[src/rtl/excitation_load_driver.sv]
// excitation_load_driver
//
// Envelope-detects bursts on a bit-serial excitation waveform and drives a
// thermometer-coded bank of load cells. The bank is ramped up and down in
// RAMP_STEP increments, one step every RAMP_DIV cycles, to bound di/dt.
// An optional watchdog caps the time spent at full load.
//
// Build option: define EXCITE_WDOG_EN to enable the ON-time watchdog, the
// sticky fault flag and the COOL cool-down period. Without it, fault is 0,
// COOL is never entered and ON lasts as long as the burst does.
//
// Ports
//   clk          system clock
//   rst_n        asynchronous active-low reset
//   mmcm_locked  clock-good; low aborts to IDLE with the bank off
//   sig_in       serial excitation waveform
//   arm          enable; low drops the envelope and ramps the bank down
//   fault_clr    one-cycle pulse clearing fault
//   load_en      thermometer enables, bit i = (i < level)
//   busy         FSM is not in IDLE
//   fault        sticky watchdog trip flag
//   active_cnt   saturating count of cycles with a nonzero level
//
// state     | meaning
// ----------+--------------------------------------------------------------
// IDLE      | bank off, waiting for a burst
// RAMP_UP   | adding RAMP_STEP cells every RAMP_DIV cycles
// ON        | full bank; watchdog counting when enabled
// RAMP_DOWN | removing RAMP_STEP cells every RAMP_DIV cycles
// COOL      | bank off, bursts ignored for COOLDOWN cycles after a trip

module excitation_load_driver #(
  parameter int N_CELLS   = 64,
  parameter int RAMP_STEP = 8,
  parameter int RAMP_DIV  = 4,
  parameter int HOLD      = 16,
  parameter int MAX_ON    = 1024,
  parameter int COOLDOWN  = 256
) (
  input  logic               clk,
  input  logic               rst_n,
  input  logic               mmcm_locked,
  input  logic               sig_in,
  input  logic               arm,
  input  logic               fault_clr,
  output logic [N_CELLS-1:0] load_en,
  output logic               busy,
  output logic               fault,
  output logic [31:0]        active_cnt
);

  localparam int LW = $clog2(N_CELLS + 1);
  localparam int DW = (RAMP_DIV > 1) ? $clog2(RAMP_DIV) : 1;
  localparam int HW = $clog2(HOLD + 1);

  localparam logic [LW-1:0] L_STEP   = LW'(RAMP_STEP);
  localparam logic [LW-1:0] L_FULL   = LW'(N_CELLS);
  localparam logic [DW-1:0] DIV_LAST = DW'(RAMP_DIV - 1);
  localparam logic [HW-1:0] HOLD_LD  = HW'(HOLD);

  localparam logic [2:0] S_IDLE      = 3'd0;
  localparam logic [2:0] S_RAMP_UP   = 3'd1;
  localparam logic [2:0] S_ON        = 3'd2;
  localparam logic [2:0] S_RAMP_DOWN = 3'd3;
  localparam logic [2:0] S_COOL      = 3'd4;

  generate
    if ((RAMP_STEP < 1) || ((N_CELLS % RAMP_STEP) != 0) || (RAMP_DIV < 1) ||
        (HOLD < 2) || (MAX_ON < 1) || (COOLDOWN < 1)) begin : g_bad_param
      $error("excitation_load_driver: illegal parameter set");
    end
  endgenerate

  logic [2:0]    r_state;
  logic [LW-1:0] r_level;
  logic [DW-1:0] r_div_cnt;
  logic [HW-1:0] r_hold_cnt;
  logic          r_sig_d;

  logic [2:0]         w_state_nxt;
  logic [LW-1:0]      w_level_nxt;
  logic [DW-1:0]      w_div_nxt;
  logic [LW-1:0]      w_lvl_up;
  logic [LW-1:0]      w_lvl_dn;
  logic               w_rise;
  logic               w_burst;
  logic               w_tick;
  logic               w_trip;
  logic               w_trip_pend;
  logic               w_cool_done;
  logic [N_CELLS-1:0] w_therm;

  assign w_rise   = sig_in & ~r_sig_d;
  assign w_burst  = (r_hold_cnt != '0) & arm;
  assign w_tick   = (r_div_cnt == DIV_LAST);
  assign w_lvl_up = r_level + L_STEP;
  // Clamp at zero so the level can never wrap below an empty bank.
  assign w_lvl_dn = (r_level > L_STEP) ? (r_level - L_STEP) : '0;
  assign busy     = (r_state != S_IDLE);

  always_comb begin
    w_state_nxt = r_state;
    w_level_nxt = r_level;
    if (!mmcm_locked) begin
      w_state_nxt = S_IDLE;
      w_level_nxt = '0;
    end else begin
      case (r_state)
        S_IDLE: begin
          if (w_burst) begin
            w_level_nxt = L_STEP;
            w_state_nxt = (L_STEP >= L_FULL) ? S_ON : S_RAMP_UP;
          end
        end
        S_RAMP_UP: begin
          if (!w_burst) begin
            w_level_nxt = w_lvl_dn;
            w_state_nxt = (w_lvl_dn == '0) ? S_IDLE : S_RAMP_DOWN;
          end else if (w_tick) begin
            if (w_lvl_up >= L_FULL) begin
              w_level_nxt = L_FULL;
              w_state_nxt = S_ON;
            end else begin
              w_level_nxt = w_lvl_up;
            end
          end
        end
        S_ON: begin
          if (w_trip) begin
            w_level_nxt = w_lvl_dn;
            w_state_nxt = (w_lvl_dn == '0) ? S_COOL : S_RAMP_DOWN;
          end else if (!w_burst) begin
            w_level_nxt = w_lvl_dn;
            w_state_nxt = (w_lvl_dn == '0) ? S_IDLE : S_RAMP_DOWN;
          end
        end
        S_RAMP_DOWN: begin
          // A returning burst resumes the ramp from the current level, but
          // not while a watchdog trip is still being serviced.
          if (w_burst && !w_trip_pend) begin
            w_state_nxt = S_RAMP_UP;
          end else if (w_tick) begin
            w_level_nxt = w_lvl_dn;
            if (w_lvl_dn == '0) begin
              w_state_nxt = w_trip_pend ? S_COOL : S_IDLE;
            end
          end
        end
        S_COOL: begin
          w_level_nxt = '0;
          if (w_cool_done) begin
            w_state_nxt = S_IDLE;
          end
        end
        default: begin
          w_state_nxt = S_IDLE;
          w_level_nxt = '0;
        end
      endcase
    end
    // The step divider restarts on every state change so each state sees a
    // full RAMP_DIV period before its first step.
    w_div_nxt = ((w_state_nxt != r_state) || w_tick) ? '0 : (r_div_cnt + 1'b1);
  end

  always_comb begin
    w_therm = '0;
    for (int i = 0; i < N_CELLS; i++) begin
      w_therm[i] = (32'(r_level) > i);
    end
  end

  always_ff @(posedge clk or negedge rst_n) begin
    if (!rst_n) begin
      r_state   <= S_IDLE;
      r_level   <= '0;
      r_div_cnt <= '0;
    end else begin
      r_state   <= w_state_nxt;
      r_level   <= w_level_nxt;
      r_div_cnt <= w_div_nxt;
    end
  end

  always_ff @(posedge clk or negedge rst_n) begin
    if (!rst_n) begin
      r_sig_d    <= 1'b0;
      r_hold_cnt <= '0;
      load_en    <= '0;
      active_cnt <= '0;
    end else begin
      r_sig_d <= sig_in;
      if (!mmcm_locked) begin
        r_hold_cnt <= '0;
      end else if (w_rise) begin
        r_hold_cnt <= HOLD_LD;
      end else if (r_hold_cnt != '0) begin
        r_hold_cnt <= r_hold_cnt - 1'b1;
      end
      // Clearing load_en directly on abort turns the bank off one cycle
      // sooner than waiting for the level register to propagate.
      load_en <= mmcm_locked ? w_therm : '0;
      if ((r_level != '0) && (active_cnt != '1)) begin
        active_cnt <= active_cnt + 32'd1;
      end
    end
  end

`ifdef EXCITE_WDOG_EN
  localparam int OW = (MAX_ON > 1) ? $clog2(MAX_ON) : 1;
  localparam int CW = (COOLDOWN > 1) ? $clog2(COOLDOWN) : 1;
  localparam logic [OW-1:0] ON_LAST = OW'(MAX_ON - 1);
  localparam logic [CW-1:0] COOL_LD = CW'(COOLDOWN - 1);

  logic [OW-1:0] r_on_cnt;
  logic [CW-1:0] r_cool_cnt;
  logic          r_trip_pend;
  logic          r_fault;

  assign w_trip      = mmcm_locked && (r_state == S_ON) && (r_on_cnt == ON_LAST);
  assign w_trip_pend = r_trip_pend;
  assign w_cool_done = (r_cool_cnt == '0);
  assign fault       = r_fault;

  always_ff @(posedge clk or negedge rst_n) begin
    if (!rst_n) begin
      r_on_cnt    <= '0;
      r_cool_cnt  <= '0;
      r_trip_pend <= 1'b0;
      r_fault     <= 1'b0;
    end else begin
      r_on_cnt <= ((r_state == S_ON) && (w_state_nxt == S_ON)) ? (r_on_cnt + 1'b1) : '0;
      // Down-counter loaded on COOL entry; COOL exits the cycle it reads 0.
      if (w_state_nxt == S_COOL) begin
        r_cool_cnt <= (r_state == S_COOL) ? (r_cool_cnt - 1'b1) : COOL_LD;
      end else begin
        r_cool_cnt <= '0;
      end
      if (w_trip) begin
        r_trip_pend <= 1'b1;
      end else if (w_state_nxt == S_IDLE) begin
        r_trip_pend <= 1'b0;
      end
      // A trip in the same cycle as fault_clr leaves fault set.
      if (w_trip) begin
        r_fault <= 1'b1;
      end else if (fault_clr) begin
        r_fault <= 1'b0;
      end
    end
  end
`else
  logic w_unused_fault_clr;

  assign w_trip             = 1'b0;
  assign w_trip_pend        = 1'b0;
  assign w_cool_done        = 1'b1;
  assign fault              = 1'b0;
  assign w_unused_fault_clr = fault_clr;
`endif

endmodule

[config.mk]
export PLATFORM = sky130hd
export DESIGN_NAME = excitation_load_driver
export DESIGN_NICKNAME = d
export VERILOG_FILES = /design/src/rtl/excitation_load_driver.sv
export SDC_FILE = /design/constraint.sdc
export NUM_CORES = 1
export LEC_CHECK = 0
export ABC_AREA = 1
export BUFFER_PORTS_ARGS = -buffer_cell sky130_fd_sc_hd__buf_2
export CAP_MARGIN = 20
export CORE_MARGIN = 5
export CORE_UTILIZATION = 60
export DETAILED_ROUTE_END_ITERATION = 8
export PLACE_DENSITY_LB_ADDON = 0.3
export SYNTH_ARGS = -nofsm -noshare
export SYNTH_HDL_FRONTEND = slang
export SYNTH_SLANG_ARGS = --single-unit
[constraint.sdc]
create_clock -name clk -period 3.45 [get_ports clk]
set_input_delay 0.8625 -clock clk [delete_from_list [all_inputs] [get_ports clk]]
set_output_delay 0.8625 -clock clk [all_outputs]
set_load 0.01 [all_outputs]
==> results.json <==
{
  "status": "finished clean",
  "cts_setup_buffers": 0,
  "yosys.area.top_type": "dfrtp_1",
  "yosys.area_share.simple_pct": 24.90,
  "relSlewSlack_pct": 45.12,
  "rsz0062_at_grt": "false",
  "clock_path_buffers": 2,
  "grt_usage_pct": 28.83,
  "vias_per_cell": 5.955,
  "syn_inst": 662,
  "routed_wl_um": 15660,
  "post-route-cell-area_mm2": 0.006797,
  "cts_root_buffer": "clkbuf_8",
  "cpPeakStageDelay_ps": 720,
  "setup_viol": 0,
  "drt_iter0_drc": 547,
  "synth.area.top_cells": "dfrtp_1 (51%), nand2_1 (8.0%), nor2_1 (6.3%)",
  "gp_congestion": 0.9444,
  "nNetsFinal": 786,
  "power.leakage_nw": 3.449,
  "io_buffers": 101,
  "fin_cells": 897,
  "clkSinkCount": 114,
  "synth_xor_area_share_pct": 4.873,
  "initial_core_util_pct": 60.87,
  "internal-power_mw": 2.705,
  "synth_area_mm2": 0.005572,
  "io_pins": 104,
  "hold_path_class": "input port to async pin",
  "dr.pass1.iters": 6,
  "ir_worst_vdd_mv": 0.3485,
  "fill_cells": 630,
  "drtAntennaViolNets": 0,
  "p_seq_share_pct": 39.7,
  "hold_violations": 0,
  "synthArstFlopShare_pct": 100.0,
  "path_cells": "inv_2 -> nand2_2 -> nor2_1 -> inv_2 -> nor2_2 -> inv_2 -> nand2_4 -> nor2_4 -> nand3_1 -> nor2_1 -> nand3_1 -> xor2_1",
  "htree_levels": 4,
  "clkPwrFrac_pct": 47.1,
  "gr-total-overflow": 0,
  "synth.top_cell.area_share_pct": 51.20,
  "min_period_over_period_pct": 77.81,
  "dpl.cell_count": 865,
  "yosys_warnings": 0,
  "synth-main-ff-cell": "dfrtp_1",
  "powerDensity_mw_per_mm2": 549.6,
  "grt_pass1_wl_um": 25700,
  "synth_edf_count": 0,
  "pwr-share-comb_pct": 13.2,
  "die-area_mm2": 0.01131,
  "synth_cell_types": 43,
  "worstSetupPathType": "register to register",
  "max_cap_viol_count": 0,
  "path_clk_slew_ps": 60,
  "fin_crit_ps": 2685,
  "multiInputGateArea_mm2": 0.002365,
  "cts_tree": "built",
  "place_area_mm2": 0.006196,
  "grt_max_degree": 61,
  "dpl.hpwl_um": 10850,
  "grt_pass1_vias": 5137,
  "fp.dieW_um": 106.4,
  "synth.avg_cell_area_um2": 8.416,
  "crit_path_end_kind": "register",
  "row_count": 35,
  "coreArea_mm2": 0.009153,
  "antenna_found_initial": 0,
  "area_growth_pct": 21.99,
  "ys_ff_latch": 114,
  "worstMarginPinSlew_ps": 814.6,
  "arrival_ps": 3100,
  "routedWlPerCell_um": 17.45,
  "cts_buffers": 17,
  "synth_top_family_by_area": "simple AND/OR/NAND/NOR gates",
  "critPathMaxFanout": 13,
  "slowest_stage": "dfrtp_1",
  "synth_compound_gate_area_share_pct": 10.96,
  "setup_tns_ps": 0,
  "drive_above_1_share_pct": 20.61,
  "netSwitchingFraction_pct": 27.58,
  "synth-seq-area-share_pct": 51.20,
  "synth_mux_area_share_pct": 0,
  "finalMaxSlewViolations": 0,
  "cts_resized": 0,
  "worst_ep_required_time_ps": 3860,
  "startpoint_type": "register",
  "fp.dieH_um": 106.4,
  "dr_total_vias": 5342,
  "worstSkewPairLatency_ps": 530,
  "yosys.area_share.adder_pct": 1.572,
  "path_common_cell": "inv_2",
  "num_antenna_cells": 0,
  "finClkSkew_ps": 6.272,
  "p_switching_mw": 1.030,
  "seqCellArea_mm2": 0.002853,
  "drc": 0,
  "cts_hold_buf": 0,
  "max_freq_mhz": 372.5
}
## registers in the layout, summed over array words and instances, names as in the netlist
| signal | count |
|---|---|
| r_level | 7 |
| active_cnt | 32 |
| r_div_cnt | 2 |
| r_sig_d | 1 |
| r_hold_cnt | 5 |
| load_en | 64 |
| r_state | 3 |
## power by group through the flow
| stage | Clock (mW) | Combinational (mW) | Sequential [mW] |
|---|---|---|---|
| 3_3_place_gp | 0 | 0.460 | 1.50 |
| 4_1_cts | 1.77 | 0.488 | 1.48 |
| 6_report | 1.76 | 0.492 | 1.48 |
| 2_1_floorplan | 0 | 0.308 | 1.51 |
| 3_5_place_dp | 0 | 0.480 | 1.50 |
| 5_1_grt | 1.84 | 0.549 | 1.49 |
## final cells by class
| class | count | area share (%) |
|---|---|---|
| sequential | 114 | 41.97 |
| multi-input combinational | 458 | 34.79 |
| timing repair buffer | 105 | 8.100 |
| clock buffer | 19 | 6.499 |
| inverter | 77 | 4.253 |
| clock inverter | 13 | 2.338 |
| tap | 111 | 2.043 |
## worst max-delay path, delay by kind of cell, from the launching register on
kind / cells / cell delay [ps]
and+or+nand+nor: 8 / 1240
DFF: 1 / 720
buffers and inverters: 3 / 430
xor gates and xnor gates: 1 / 160
## logic make-up (layout without fill, tap and decap cells)
kind of cell,count (synthesis),after routing
simple gates,312,312
flops,114,114
compound gates,106,106
buf+inv,91,214
xor+xnor,31,31
fa+ha+maj,7,7
other cells,1,2
## routing by layer
layer	global-route usage, %	part of all wire (%)	up-vias
met5	0	0	-
met1	38.08	39	2510
met4	12.03	3.0	0
li1	-	-	2391
met2	45.61	47	373
met3	7.104	10	68
## synthesized netlist by cell type, types with 6 or more instances
library cell  instances
inv_2                 6
nand3_1              26
a21oi_1              38
clkbuf_1             10
ha_1                  7
inv_1                69
a31oi_1               8
xor2_1               24
nand4_1              11
o21a_1                7
nor3_1               39
o21ai_0              34
nand2_1             119
nor2_1               93
dfrtp_1             114
xnor2_1               7
## worst paths after layout
check,start,end,slack [ps],cells past startpoint
min in group clk,r_div_cnt[0],r_div_cnt[0],440,1
max in group asynchronous,rst_n,load_en[49],2310,2
worst min register to register,r_div_cnt[0],r_div_cnt[0],440,1
worst max register to register,r_level[6],active_cnt[28],770,12
worst min-delay path,rst_n,active_cnt[27],400,1
worst max-delay path,r_level[6],active_cnt[28],770,12
## through the flow
stage	utilization [%]	power, mW	hold WS [ps]	setup WS (ps)
2_1_floorplan	-	1.821	415.8	1435
3_3_place_gp	67.70	1.958	427.5	1058
3_5_place_dp	67.70	1.983	446.8	945.3
4_1_cts	74.26	3.742	447.2	868.0
5_1_grt	74.26	3.881	452.0	605.2
6_report	74.26	3.736	402.3	765.5
## cells in the final DEF (no fill, tap or decap), drive strengths merged
cell / netlist / final
clkinvlp: 0 / 3
a31oi: 8 / 8
o21ai: 34 / 34
nor2: 100 / 100
o311ai: 1 / 1
buf: 4 / 105
bufinv: 0 / 3
a21boi: 1 / 1
nand2: 124 / 124
a221oi: 1 / 1
nor3: 42 / 42
dfrtp: 114 / 114
o22ai: 3 / 3
o21a: 7 / 7
o32ai: 1 / 1
o211ai: 1 / 1
a21oi: 38 / 38
xor2: 24 / 24
or2: 2 / 2
o41ai: 2 / 2
nand4: 11 / 11
xnor2: 7 / 7
nand2b: 1 / 1
clkbuf: 10 / 19
nor4: 3 / 3
a311oi: 1 / 1
inv: 75 / 76
clkinv: 2 / 8
o31ai: 2 / 2
nor3b: 2 / 2
nand3: 27 / 27
conb: 1 / 2
a2111oi: 1 / 1
a211oi: 5 / 5
ha: 7 / 7
Power figures use the tool's default switching activity.
